**src/rtl/cube_layer_scheduler.sv**
```systemverilog
`default_nettype none
// ============================================================================
// Module      : cube_layer_scheduler
// Description : Double-buffered 8x8x8 LED cube layer scanner. The front bank
//               is scanned one layer at a time (blank gap, then dwell), while
//               the host fills the back bank. A swap request presents the back
//               bank at the next frame boundary (or immediately when idle).
//               Optional global PWM dimming: define CUBE_PWM_EN.
// Ports       : clk, reset      - clock, synchronous active-high reset
//               enable          - run the scan while high
//               wr_en/wr_addr/wr_data - back-bank byte write (addr=layer*8+row)
//               swap_req        - request to present the back bank
//               brightness      - global duty, used only with CUBE_PWM_EN
//               swap_ack        - 1-cycle pulse in the cycle the swap happens
//               layer_en        - one-hot layer drive, zero when dark
//               col_data        - 64 column bits of the lit layer (row r at 8r)
//               frame_tick      - 1-cycle pulse in the last layer-7 dwell cycle
// Revision    : 1.0 - initial release
// ============================================================================
module cube_layer_scheduler #(
    parameter int DWELL_CYCLES = 6250,  // cycles a layer is lit
    parameter int BLANK_CYCLES = 50     // dark cycles between layers (>= 1)
) (
    input  logic        clk,
    input  logic        reset,
    input  logic        enable,
    input  logic        wr_en,
    input  logic [5:0]  wr_addr,
    input  logic [7:0]  wr_data,
    input  logic        swap_req,
    input  logic [3:0]  brightness,
    output logic        swap_ack,
    output logic [7:0]  layer_en,
    output logic [63:0] col_data,
    output logic        frame_tick
);

    localparam int c_MAX_CYC = (DWELL_CYCLES > BLANK_CYCLES) ? DWELL_CYCLES : BLANK_CYCLES;
    localparam int c_CNT_W   = $clog2(c_MAX_CYC + 1);
    localparam logic [c_CNT_W-1:0] c_DWELL_LAST = c_CNT_W'(DWELL_CYCLES - 1);
    localparam logic [c_CNT_W-1:0] c_BLANK_LAST = c_CNT_W'(BLANK_CYCLES - 1);

    typedef enum logic [1:0] {
        IDLE  = 2'd0,
        BLANK = 2'd1,
        SHOW  = 2'd2
    } state_t;

    state_t               r_state, w_state_n;
    logic [2:0]           r_layer, w_layer_n;
    logic [c_CNT_W-1:0]   r_cnt, w_cnt_n;
    logic                 w_load_cols;
    logic                 w_frame_end;
    logic                 w_swap;
    logic                 w_pwm_on;
    logic                 r_pending;
    logic                 r_front;
    logic [63:0]          r_col;

    // Both banks in one array; the top address bit selects the bank.
    logic [7:0]           r_mem [0:127];

    // ------------------------------------------------------------------
    // Scanner FSM
    // ------------------------------------------------------------------
    always_ff @(posedge clk) begin
        if (reset) begin
            r_state <= IDLE;
            r_layer <= 3'd0;
            r_cnt   <= '0;
        end else begin
            r_state <= w_state_n;
            r_layer <= w_layer_n;
            r_cnt   <= w_cnt_n;
        end
    end

    always_comb begin
        w_state_n   = r_state;
        w_layer_n   = r_layer;
        w_cnt_n     = r_cnt;
        w_load_cols = 1'b0;
        // Frame end is a property of the dwell itself, so a swap still
        // lands even if enable drops in that very cycle.
        w_frame_end = (r_state == SHOW) && (r_layer == 3'd7) && (r_cnt == c_DWELL_LAST);
        case (r_state)
            IDLE: begin
                if (enable) begin
                    w_state_n = BLANK;
                    w_layer_n = 3'd0;
                    w_cnt_n   = '0;
                end
            end
            BLANK: begin
                if (r_cnt == c_BLANK_LAST) begin
                    w_state_n   = SHOW;
                    w_cnt_n     = '0;
                    w_load_cols = 1'b1;
                end else begin
                    w_cnt_n = r_cnt + 1'b1;
                end
            end
            SHOW: begin
                if (r_cnt == c_DWELL_LAST) begin
                    w_state_n = BLANK;
                    w_cnt_n   = '0;
                    w_layer_n = r_layer + 3'd1;
                end else begin
                    w_cnt_n = r_cnt + 1'b1;
                end
            end
            default: w_state_n = IDLE;
        endcase
        if (!enable) begin
            w_state_n   = IDLE;
            w_cnt_n     = '0;
            w_load_cols = 1'b0;
        end
    end

    // ------------------------------------------------------------------
    // Swap handshake: a request in the swap cycle is absorbed by it.
    // ------------------------------------------------------------------
    assign w_swap = r_pending & ((r_state == IDLE) | w_frame_end);

    always_ff @(posedge clk) begin
        if (reset) begin
            r_pending <= 1'b0;
            r_front   <= 1'b0;
        end else if (w_swap) begin
            r_pending <= 1'b0;
            r_front   <= ~r_front;
        end else if (swap_req) begin
            r_pending <= 1'b1;
        end
    end

    // Writes always target the bank that is back before this edge, so a
    // write in the swap cycle ends up in the newly presented bank.
    // Contents survive reset.
    always_ff @(posedge clk) begin
        if (wr_en) begin
            r_mem[{~r_front, wr_addr}] <= wr_data;
        end
    end

    // Column latch: captured once at dwell entry, cleared whenever idle.
    always_ff @(posedge clk) begin
        if (reset || (w_state_n == IDLE)) begin
            r_col <= '0;
        end else if (w_load_cols) begin
            for (int r = 0; r < 8; r++) begin
                r_col[8*r +: 8] <= r_mem[{r_front, r_layer, 3'(r)}];
            end
        end
    end

    // ------------------------------------------------------------------
    // Optional global dimming
    // ------------------------------------------------------------------
`ifdef CUBE_PWM_EN
    logic [3:0] r_pwm_cnt;
    logic [3:0] r_bright;

    always_ff @(posedge clk) begin
        if (reset) begin
            r_pwm_cnt <= 4'd0;
            r_bright  <= 4'd0;
        end else if (w_load_cols) begin
            r_pwm_cnt <= 4'd0;
            r_bright  <= brightness;
        end else if (r_state == SHOW) begin
            r_pwm_cnt <= r_pwm_cnt + 4'd1;
        end
    end

    assign w_pwm_on = (r_pwm_cnt < r_bright);
`else
    // Brightness has no effect in this build; the layer is lit all dwell.
    assign w_pwm_on = 1'b1 | (^brightness);
`endif

    // ------------------------------------------------------------------
    // Outputs
    // ------------------------------------------------------------------
    assign layer_en   = ((r_state == SHOW) && w_pwm_on) ? (8'd1 << r_layer) : 8'd0;
    assign col_data   = r_col;
    assign swap_ack   = w_swap & ~reset;
    assign frame_tick = w_frame_end & ~reset;

endmodule
`default_nettype wire

```
**config.mk**
```make
export PLATFORM = sky130hd
export DESIGN_NAME = cube_layer_scheduler
export DESIGN_NICKNAME = d
export VERILOG_FILES = /design/src/rtl/cube_layer_scheduler.sv
export SDC_FILE = /design/constraint.sdc
export NUM_CORES = 1
export LEC_CHECK = 0
export ABC_AREA = 1
export ABC_CLOCK_PERIOD_IN_PS = 6800
export CAP_MARGIN = 20
export CORE_MARGIN = 2
export CORE_UTILIZATION = 55
export DETAILED_ROUTE_END_ITERATION = 10
export HOLD_SLACK_MARGIN = 0.15
export PLACE_DENSITY_LB_ADDON = 0.2
export REMOVE_ABC_BUFFERS = 1
export SYNTH_ARGS = -nofsm -noshare
export SYNTH_HDL_FRONTEND = slang
export SYNTH_SLANG_ARGS = --single-unit
```
**constraint.sdc**
```tcl
create_clock -name clk -period 6.8 [get_ports clk]
set_input_delay 1.36 -clock clk [delete_from_list [all_inputs] [get_ports clk]]
set_output_delay 1.36 -clock clk [all_outputs]
set_load 0.05 [all_outputs]
```
==> qor.csv <==
stage;metric;value;unit
hold_path;hp-class;reg2reg;
pwr;power_density;276.7;nW/µm²
timing;rsz0062_at_grt;no;
place;pre_cts_ws;2209;ps
clock_tree;cts_buffers;112;
clock_tree;cts.sinks;1108;
global_routing;grt_pass1_wl;170500;µm
clock_tree;cts_resized;0;
floorplan;fp.dieH;296.1;µm
finish;finalNetCount;4602;
floorplan;dieArea;87660;µm²
floorplan;io_pins;97;
detailed_routing;vias;31176;
synthesis;ys_seq_area_frac;0.6912;
detailed_routing;antenna_left;0;
clock_tree;holdBufCountCts;0;
timing;setup_ws;2076;ps
timing;max_freq;211.7;MHz
clock_tree;htree_num_levels;3;
setup_path;path_cells;ha_1 -> ha_1 -> nand2_1 -> o21ai_0 -> nand2_1 -> nor2_1 -> clkdlybuf4s50_1;
synthesis;yosys_warnings;0;
setup_path;crit_family;flip-flops;
timing;skew;20.66;ps
floorplan;core;84880;µm²
run;maxCapViolCount;0;
detailed_routing;vias_per_cell;5.366;
finish;regArea;32450;µm²
clock_tree;cts_setup_buffers;0;
clock_tree;path_clk_slew;60;ps
setup_path;rrSetupSlack;3010;ps
setup_path;max_stage_delay;930;ps
detailed_routing;wire_per_inst;19.52;µm
synthesis;avgSynthCellArea;10.26;µm²
synthesis;yosys-top-cells-count;nand2_1 (1915), edfxtp_1 (1024), nand3_1 (526);
detailed_routing;first_pass_iters;6;
global_routing;overflow;0;
setup_path;reg2reg_depth;10;
detailed_routing;remaining_drc_errors;0;
clock_tree;cts-root-buf;clkbuf_16;
setup_path;worstPathRequired;5440;ps
synthesis;ys_seq_elements;1108;
clock_tree;cts_tree;done;
detailed_routing;drt_iter0_drc;3071;
synthesis;synthTopCellsByArea;edfxtp_1 (66%), nand2_1 (15%), nand3_1 (5.6%);
setup_path;arrival;3360;ps
global_routing;grt_max_degree;242;
setup_path;worstSetupPathType;reg2out;
synthesis;synth_ff_type;edfxtp_1;
timing;worstMarginPinSlew;1314;ps
hold_path;hold_depth;2;
timing;finalSetupViolCount;0;
outcome;status;finished clean;
finish;post-route-util;0.6119;
setup_path;worst-path-max-fanout;69;
timing;max_slew_margin;0.1241;
setup_path;cp_slowest_cell;dfxtp_4;
setup_path;cp.buffers_inverters;1;
setup_path;critPathLaunch;r_layer[1]$_SDFFE_PP0P_;
synthesis;syn_area;46920;µm²
clock_tree;clockBufferDepth;3;
finish;drive_gt1_frac;0.04849;
setup_path;critPathCaptureType;output pin;
setup_path;worstReg2RegStart;r_layer[1]$_SDFFE_PP0P_;
clock_tree;clock_latency;680;ps
synthesis;syn_inst;4575;
pwr;ir_worst_vdd;0.2029;mV
setup_path;crit_cells;7;
place;numPortBuffers;92;
place;hpwl;60570;µm
setup_path;crit_path_start_kind;register;
finish;n_fill_cell;6860;
timing;finalMaxSlewViolations;0;
synthesis;yosysUniqueCellTypes;30;
synthesis;synth_top_cell_by_area;edfxtp_1;
detailed_routing;totalWireLength;113400;µm
timing;min_period;4724;ps
global_routing;grt_use_total;0.2596;
setup_path;endpoint;swap_ack;
synthesis;yosysTopAreaCellShare;0.6553;
global_routing;antenna_found_initial;6;
place;gp_congestion;0.8270;
floorplan;die_x;296.1;µm
setup_path;reg2reg_to;col_data[38]$_SDFFE_PP0P_;
finish;multiInputGateArea;11790;µm²
timing;layout_worst_path_cycle_share;0.6947;
synthesis;synth.most_common_cell;nand2_1;
global_routing;grt_pass1_vias;28988;
floorplan;initial_utilization;0.5528;
floorplan;rows;107;
synthesis;synthArstFlopShare;0;
synthesis;synth_edf_count;1024;
pwr;power.leakage;20.85;nW
timing;finalHoldViolCount;0;
finish;synthToLayoutAreaGrowth;10.68;%
## tightest hold or removal path, stage by stage (launching register included)
cell and delay (ps):
dfxtp_1 310, nor2_1 100, nor2_1 50
## worst min-delay path by stage
| stage | startpoint | endpoint | slack [ps] |
|---|---|---|---|
| global placement | r_pending$_SDFFE_PP0P_ | r_pending$_SDFFE_PP0P_ | 480 |
| global route | r_pending$_SDFFE_PP0P_ | r_pending$_SDFFE_PP0P_ | 510 |
| CTS | r_pending$_SDFFE_PP0P_ | r_pending$_SDFFE_PP0P_ | 500 |
| finish | r_pending$_SDFFE_PP0P_ | r_pending$_SDFFE_PP0P_ | 500 |
| floorplan | r_pending$_SDFFE_PP0P_ | r_pending$_SDFFE_PP0P_ | 450 |
| detailed placement | r_pending$_SDFFE_PP0P_ | r_pending$_SDFFE_PP0P_ | 500 |
## sequential cells by signal (all words and copies together), names as in the netlist
name / cells
r_pending: 1
r_state: 2
r_layer: 3
r_mem: 1024
r_cnt: 13
col_data: 64
r_front: 1
## power breakdown
group | switching (mW) | internal, mW
clock network | 2.55 | 3.67
registers | 0.0103 | 7.45
logic | 0.536 | 0.148
## layer usage
layer / GRT usage / wire (µm) / vias up
met2: 0.4075 / 53160 / 1197
met3: 0.04767 / 9012 / 211
met1: 0.3637 / 47660 / 14805
li1: - / - / 14959
met4: 0.09744 / 3524 / 4
met5: 0 / 22 / -
## cell usage in the layout (no fill, tap or decap), drive strengths merged
cell,count
nor2,294
o21ai,70
nand3,526
clkbuf,140
nor4,8
nor3,5
dfxtp,84
nand3b,1
buf,38
nand4,10
xnor2,1
xor2,7
clkdlybuf4s50,84
bufinv,15
ha,13
o21bai,1
edfxtp,1024
nand2,1919
diode,5
inv,365
a21oi,3
a31oi,1
clkinv,48
clkinvlp,4
## layout make-up
cell class	count	share of cell area
Antenna cell	5	0.0002409
Clock buffer	140	0.05763
Clock inverter	69	0.01390
Inverter	363	0.02669
Multi-Input combinational cell	2859	0.2270
Sequential cell	1108	0.6248
Tap cell	1144	0.02756
Timing Repair Buffer	122	0.02216
## through the flow
step | cells | hold WS [ps] | setup TNS (ps) | total power, mW | instance area (µm²)
detailed placement | 5595 | 495.6 | 0 | 8.289 | 48200
global route | 5805 | 512.0 | 0 | 14.77 | 51920
global placement | 5594 | 477.5 | 0 | 8.279 | 48190
floorplan | 4330 | 451.9 | -803420 | 8.050 | 45530
finish | 5810 | 497.1 | 0 | 14.37 | 51930
CTS | 5804 | 503.9 | 0 | 14.44 | 51910
## kinds of logic after synthesis
| kind of cell | after synthesis | synth area share |
|---|---|---|
| buffers and inverters | 608 | 0.05877 |
| and+or+nand+nor | 2763 | 0.2370 |
| DFF | 1108 | 0.6912 |
| AOI/OAI and AO/OA | 75 | 0.008080 |
| adders and majority gates | 13 | 0.003467 |
| xor gates and xnor gates | 8 | 0.001493 |
(Power assumes the default switching activity.)
